File: config.mk
export PLATFORM = sky130hd
export DESIGN_NAME = ysyx_25060173_ifu
export DESIGN_NICKNAME = d
export VERILOG_FILES = /design/src/rtl/ysyx_25060173_ifu.sv
export SDC_FILE = /design/constraint.sdc
export NUM_CORES = 1
export LEC_CHECK = 0
export ABC_AREA = 0
export ABC_CLOCK_PERIOD_IN_PS = 2900
export BUFFER_PORTS_ARGS = -buffer_cell sky130_fd_sc_hd__buf_2
export CAP_MARGIN = 20
export CORE_UTILIZATION = 54
export CTS_CLUSTER_SIZE = 28
export DETAILED_ROUTE_END_ITERATION = 10
export PLACE_DENSITY = 0.8
export SYNTH_ARGS = -nofsm -noshare
export SYNTH_HDL_FRONTEND = slang
export SYNTH_SLANG_ARGS = --single-unit
File: constraint.sdc
create_clock -name clk -period 2.9 [get_ports clk]
set_input_delay 0.29 -clock clk [delete_from_list [all_inputs] [get_ports clk]]
set_output_delay 0.29 -clock clk [all_outputs]
set_load 0.1 [all_outputs]
File: src/rtl/ysyx_25060173_ifu.sv
// Instruction fetch unit: one outstanding read, out_valid one cycle after the response, next request one cycle after the out handshake.
// Backpressure: mem_req_addr is held until mem_req_ready; out_inst/out_pc are held until out_ready.
module ysyx_25060173_ifu #(
    parameter logic [31:0] RESET_PC         = 32'h8000_0000,
    parameter logic [31:0] FETCH_COUNT_INIT = 32'h0000_0000
) (
    input  logic        clk,
    input  logic        rst_n,
    output logic        mem_req_valid,
    input  logic        mem_req_ready,
    output logic [31:0] mem_req_addr,
    input  logic        mem_rsp_valid,
    input  logic [31:0] mem_rsp_data,
    input  logic        mem_rsp_err,
    input  logic        redirect_valid,
    input  logic [31:0] redirect_pc,
    output logic        out_valid,
    input  logic        out_ready,
    output logic [31:0] out_inst,
    output logic [31:0] out_pc,
    output logic        fault,
    output logic [31:0] fault_pc,
    output logic [31:0] fetch_count
);

    localparam logic [31:0] NOP_INST = 32'h0000_0013;

    typedef enum logic [2:0] {
        S_IDLE  = 3'd0,
        S_REQ   = 3'd1,
        S_WAIT  = 3'd2,
        S_HOLD  = 3'd3,
        S_FAULT = 3'd4
    } state_t;

    state_t      r_state, w_state_nxt;
    logic [31:0] r_pc, w_pc_nxt;
    logic        r_redir_pend, w_redir_pend_nxt;
    logic [31:0] r_redir_pc, w_redir_pc_nxt;
    logic [31:0] r_out_inst, w_out_inst_nxt;
    logic [31:0] r_out_pc, w_out_pc_nxt;
    logic [31:0] r_fault_pc, w_fault_pc_nxt;
    logic [31:0] r_fetch_count, w_fetch_count_nxt;

    // A redirect arriving in the same cycle as the response still kills that response.
    logic        w_pend_eff;
    logic [31:0] w_redir_tgt;
    assign w_pend_eff  = r_redir_pend | redirect_valid;
    assign w_redir_tgt = redirect_valid ? redirect_pc : r_redir_pc;

    assign mem_req_addr = r_pc;
    assign out_inst     = r_out_inst;
    assign out_pc       = r_out_pc;
    assign fault_pc     = r_fault_pc;
    assign fetch_count  = r_fetch_count;

    always_comb begin
        w_state_nxt       = r_state;
        w_pc_nxt          = r_pc;
        w_redir_pend_nxt  = r_redir_pend;
        w_redir_pc_nxt    = r_redir_pc;
        w_out_inst_nxt    = r_out_inst;
        w_out_pc_nxt      = r_out_pc;
        w_fault_pc_nxt    = r_fault_pc;
        w_fetch_count_nxt = r_fetch_count;
        mem_req_valid     = 1'b0;
        out_valid         = 1'b0;
        fault             = 1'b0;
        case (r_state)
            S_IDLE: begin
                w_state_nxt = S_REQ;
                if (redirect_valid) begin
                    if (redirect_pc[1:0] != 2'b00) begin
                        w_fault_pc_nxt = redirect_pc;
                        w_state_nxt    = S_FAULT;
                    end else begin
                        w_pc_nxt = redirect_pc;
                    end
                end
            end
            S_REQ: begin
                mem_req_valid = 1'b1;
                if (redirect_valid) begin
                    w_redir_pend_nxt = 1'b1;
                    w_redir_pc_nxt   = redirect_pc;
                end
                if (mem_req_ready) begin
                    w_state_nxt = S_WAIT;
                end
            end
            S_WAIT: begin
                if (mem_rsp_valid) begin
                    if (w_pend_eff) begin
                        w_redir_pend_nxt = 1'b0;
                        if (w_redir_tgt[1:0] != 2'b00) begin
                            w_fault_pc_nxt = w_redir_tgt;
                            w_state_nxt    = S_FAULT;
                        end else begin
                            w_pc_nxt    = w_redir_tgt;
                            w_state_nxt = S_REQ;
                        end
                    end else if (mem_rsp_err) begin
                        w_fault_pc_nxt = r_pc;
                        w_state_nxt    = S_FAULT;
                    end else begin
                        w_out_inst_nxt = mem_rsp_data;
                        w_out_pc_nxt   = r_pc;
                        w_state_nxt    = S_HOLD;
                    end
                end else if (redirect_valid) begin
                    w_redir_pend_nxt = 1'b1;
                    w_redir_pc_nxt   = redirect_pc;
                end
            end
            S_HOLD: begin
                out_valid = 1'b1;
                if (out_ready) begin
                    w_fetch_count_nxt = r_fetch_count + 32'd1;
                end
                if (redirect_valid) begin
                    if (redirect_pc[1:0] != 2'b00) begin
                        w_fault_pc_nxt = redirect_pc;
                        w_state_nxt    = S_FAULT;
                    end else begin
                        w_pc_nxt    = redirect_pc;
                        w_state_nxt = S_REQ;
                    end
                end else if (out_ready) begin
                    w_pc_nxt    = r_pc + 32'd4;
                    w_state_nxt = S_REQ;
                end
            end
            S_FAULT: begin
                fault = 1'b1;
            end
            default: begin
                w_state_nxt = S_IDLE;
            end
        endcase
    end

    always_ff @(posedge clk or negedge rst_n) begin
        if (!rst_n) begin
            r_state       <= S_IDLE;
            r_pc          <= RESET_PC;
            r_redir_pend  <= 1'b0;
            r_redir_pc    <= RESET_PC;
            r_out_inst    <= NOP_INST;
            r_out_pc      <= RESET_PC;
            r_fault_pc    <= 32'h0000_0000;
            r_fetch_count <= FETCH_COUNT_INIT;
        end else begin
            r_state       <= w_state_nxt;
            r_pc          <= w_pc_nxt;
            r_redir_pend  <= w_redir_pend_nxt;
            r_redir_pc    <= w_redir_pc_nxt;
            r_out_inst    <= w_out_inst_nxt;
            r_out_pc      <= w_out_pc_nxt;
            r_fault_pc    <= w_fault_pc_nxt;
            r_fetch_count <= w_fetch_count_nxt;
        end
    end

endmodule

==> flow_summary.rst <==
.. list-table::
   :header-rows: 1

   * - Metric
     - Value
   * - Yosys cell types
     - 60
   * - Number of buffers created by CTS
     - 17
   * - CTS tree
     - built
   * - Switching power share of the total
     - 53.17%
   * - Slowest cell on the critical path
     - sky130_fd_sc_hd__or3b_1
   * - Mean routed wirelength per cell
     - 18.62 um
   * - Fraction of the cycle the final worst path needs
     - 84.04%
   * - Buffer levels on the longest clock path
     - 2
   * - IO Count
     - 234
   * - Crit path required time
     - 3220 ps
   * - Number of instances in the synthesized netlist
     - 934
   * - Worst hold stages
     - 2
   * - Critical path capture point type
     - flop
   * - Pre-CTS setup slack
     - 572.4 ps
   * - Most common library cell in the layout ignoring fill and taps
     - sky130_fd_sc_hd__buf_2
   * - # clock sinks
     - 196
   * - Hold Path Class
     - primary input to flop
   * - Post-synthesis net count
     - 1,007
   * - All-layer global routing usage
     - 28.01%
   * - Total count of hold-check failures in the final report
     - 0
   * - Arrival time of the worst setup path
     - 2760 ps
   * - Clock-pin slew on the worst setup and hold paths
     - 70 ps
   * - Routed wire length
     - 25,880 um
   * - Area share of the largest cell type after synthesis
     - 48.14%
   * - Launching element type of the critical path
     - flop
   * - Number of global-route vias before repair
     - 8,008
   * - Sequential cell area fraction in the yosys report
     - 49.74%
   * - Maximum fanout encountered on the critical timing path
     - 34
   * - Post-route ant nets
     - 0
   * - Iter 0 DRT Violations
     - 464
   * - Clock power frac
     - 18.5%
   * - LEAKAGE
     - 6.206 nW
   * - Placer's final routability congestion estimate
     - 0.8887
   * - Gate power share
     - 51.1%
   * - Clock insertion delay at the later pin of the skew report
     - 430 ps
   * - Length in cells of the worst reg-to-reg path
     - 5
   * - Initial standard-cell utilization of the core
     - 54.98%
   * - Final-layout fill cell count
     - 1,367
   * - Number of antenna violations at the first check in global routing
     - 2
   * - Number of warnings printed during yosys synthesis
     - 0
   * - Post-layout net count
     - 1,221
   * - Post-synthesis instance area
     - 0.009876 mm^2
   * - Slack of the critical path
     - 462.8 ps
   * - Crit Reg-Reg Startpoint
     - r_state[0]$_DFFE_PN0P_
   * - Share of flip-flops with an asynchronous set or reset
     - 100.0%
   * - Mean area per synthesized cell
     - 10.57 um^2
   * - VDD IR max
     - 1.080 mV
   * - Fraction of final layout cells sized beyond drive strength 1
     - 33.33%
   * - Internal power of the cells
     - 0.006765 W
   * - Port buffer count
     - 233
   * - FMAX
     - 410.3 MHz
   * - Transition at the pin with the smallest max-transition slack
     - 765.2 ps
   * - Startpoint-to-endpoint class of the critical path
     - flop to flop
   * - Sum of net half-perimeters after detailed placement
     - 18,130 um
   * - Number of endpoints failing setup at the final stage
     - 0
   * - Count of antenna diodes in the layout
     - 0
   * - Worst reg2reg endpoint
     - fault_pc[3]$_DFFE_PN0P_
   * - Number of vias per cell after detailed routing
     - 5.963
   * - Sum of negative setup slack
     - 0 ps
   * - Critical path endpoint
     - fault_pc[3]$_DFFE_PN0P_
   * - Clock root buffer
     - sky130_fd_sc_hd__clkbuf_16
   * - Placeable core area
     - 0.01796 mm^2
   * - Biggest area contributors in the synthesized netlist
     - sky130_fd_sc_hd__dfrtp_1, sky130_fd_sc_hd__mux2_2, sky130_fd_sc_hd__mux2i_1
   * - DIE AREA
     - 0.01883 mm^2
   * - Commonest non-fill, non-tap cells in the layout
     - sky130_fd_sc_hd__buf_2, sky130_fd_sc_hd__dfrtp_1, sky130_fd_sc_hd__nor2_1
   * - Worst reg-to-reg setup slack
     - 460 ps
   * - Longest individual stage delay on the worst path
     - 690 ps
   * - Number of enable flip-flop cells after synthesis
     - 0
   * - Vias post-DR
     - 8,289
   * - CTS H-tree depth
     - 4
   * - Number of max-cap violations
     - 0
   * - Final critical path time including I/O delays and setup
     - 2437 ps
   * - Die width
     - 137.2 um
   * - Worst setup path start
     - r_state[0]$_DFFE_PN0P_
   * - Share of power burned in registers
     - 30.4%
   * - Relative slew slack
     - 48.52%
   * - Setup repair after global routing missed its margin
     - false
   * - Die Span Y
     - 137.2 um
   * - First-pass GRT wire length
     - 40,810 um
   * - Slew Limit Fails
     - 0
   * - Total power density per cell area
     - 1204 mW/mm^2
   * - Area growth from synthesis to layout
     - 21.47%
   * - Number of flip-flops and latches in the synthesized netlist
     - 196
   * - CP cell instances
     - or3b_1 -> o211ai_1 -> buf_4 -> a211oi_1 -> a21o_1
   * - Top flip-flop cell by instance count after synthesis
     - sky130_fd_sc_hd__dfrtp_1
   * - Result of the run
     - finished clean
   * - Post-detailed-route DRC marker count
     - 0
   * - Count of buffers added by post-CTS timing repair for setup
     - 0
   * - Skew final
     - 7.227 ps
   * - Placement Rows
     - 49
   * - Largest net degree at the start of global routing
     - 71
   * - Switch Pwr
     - 0.007680 W
   * - Remaining global-route overflow
     - 0
   * - Largest area contributor in the synthesized netlist
     - sky130_fd_sc_hd__dfrtp_1
   * - Number of detailed-route iterations in the first pass
     - 7
## flip-flops by register name, indices dropped and copies added, names as in the netlist
| name | cells |
|---|---|
| mem_req_addr | 32 |
| fault_pc | 32 |
| fetch_count | 32 |
| r_state | 3 |
| r_redir_pc | 32 |
| out_inst | 32 |
| r_redir_pend | 1 |
| out_pc | 32 |
## synthesized netlist by cell type (6+ instances only)
master,number
sky130_fd_sc_hd__nand3_1,21
sky130_fd_sc_hd__mux2_2,72
sky130_fd_sc_hd__nor2_1,87
sky130_fd_sc_hd__xnor2_1,21
sky130_fd_sc_hd__nor4_1,8
sky130_fd_sc_hd__a21oi_1,33
sky130_fd_sc_hd__a221oi_1,7
sky130_fd_sc_hd__nand4_1,15
sky130_fd_sc_hd__nor3_1,15
sky130_fd_sc_hd__buf_2,34
sky130_fd_sc_hd__nand2_1,41
sky130_fd_sc_hd__xor2_1,11
sky130_fd_sc_hd__o31ai_1,8
sky130_fd_sc_hd__a21o_1,32
sky130_fd_sc_hd__clkbuf_1,27
sky130_fd_sc_hd__dfrtp_1,190
sky130_fd_sc_hd__inv_1,18
sky130_fd_sc_hd__and3_1,10
sky130_fd_sc_hd__a31oi_1,20
sky130_fd_sc_hd__o21ai_0,56
sky130_fd_sc_hd__dfstp_2,6
sky130_fd_sc_hd__a211oi_1,34
sky130_fd_sc_hd__mux2i_1,71
sky130_fd_sc_hd__o22ai_1,19
## routing by layer
layer / vias to the layer above / track usage, % / share of wire [%]
li1: 3834 / - / -
met1: 4063 / 35.95 / 43
met2: 341 / 46.69 / 49
met3: 47 / 5.813 / 6.7
met4: 4 / 10.26 / 1.9
met5: - / 0 / 0.097
## cell families (layout without fill, tap and decap cells)
family	count (synthesis)	after routing	share of synthesized area [%]
xor+xnor	32	32	2.838
compound gates	238	238	15.77
fa+ha+maj	2	2	0.2533
simple gates	237	237	12.12
buf+inv	86	313	3.864
mux	143	143	15.41
flops	196	196	49.74
## power groups by stage
| stage | clock network [W] | logic [W] | registers (W) |
|---|---|---|---|
| floorplan | 0 | 0.00248 | 0.00782 |
| global placement | 0 | 0.00722 | 0.00437 |
| detailed placement | 0 | 0.00736 | 0.00442 |
| CTS | 0.00271 | 0.00739 | 0.00438 |
| global route | 0.00281 | 0.00776 | 0.00450 |
| finish | 0.00267 | 0.00738 | 0.00439 |
## per-stage QoR
step                hold WS, ps  util (%)  total power (W)  area [um^2]  cells
floorplan                -5.591         -          0.01031         9881    934
global placement          349.1     63.01          0.01159        11320   1357
detailed placement        353.0     63.01          0.01178        11320   1357
CTS                       74.31     66.78          0.01448        12000   1390
global route              72.88     66.78          0.01507        12000   1390
finish                    85.42     66.78          0.01444        12000   1390
## critical path, delay by kind of cell, from the launching register on
kind | cells | cell delay (ps)
AO/OA/AOI/OAI | 3 | 650
buffers and inverters | 1 | 410
AND/OR/NAND/NOR | 1 | 690
flip-flops | 1 | 580
## worst min path at each step
| stage | start | end |
|---|---|---|
| floorplan | rst_n | fault_pc[0]$_DFFE_PN0P_ |
| global placement | rst_n | fetch_count[5]$_DFFE_PN0P_ |
| detailed placement | rst_n | fetch_count[10]$_DFFE_PN0P_ |
| CTS | mem_rsp_data[31] | out_inst[31]$_DFFE_PN0P_ |
| global route | mem_rsp_data[12] | out_inst[12]$_DFFE_PN0P_ |
| finish | mem_rsp_data[31] | out_inst[31]$_DFFE_PN0P_ |
## final cells by class
type	count	area, um^2	share of cell area [%]
Clock inverter	13	214.0	1.783
Timing Repair Buffer	263	1453	12.11
Clock buffer	19	452.9	3.776
Inverter	18	67.56	0.5632
Sequential cell	196	4913	40.96
Tap cell	229	286.5	2.388
Multi-Input combinational cell	652	4609	38.42
## timing repair
item	CTS	global route
gates resized for setup	0	0
hold buffers	1	0
endpoints found under the hold margin	64	0
Power figures use the tool's default switching activity.
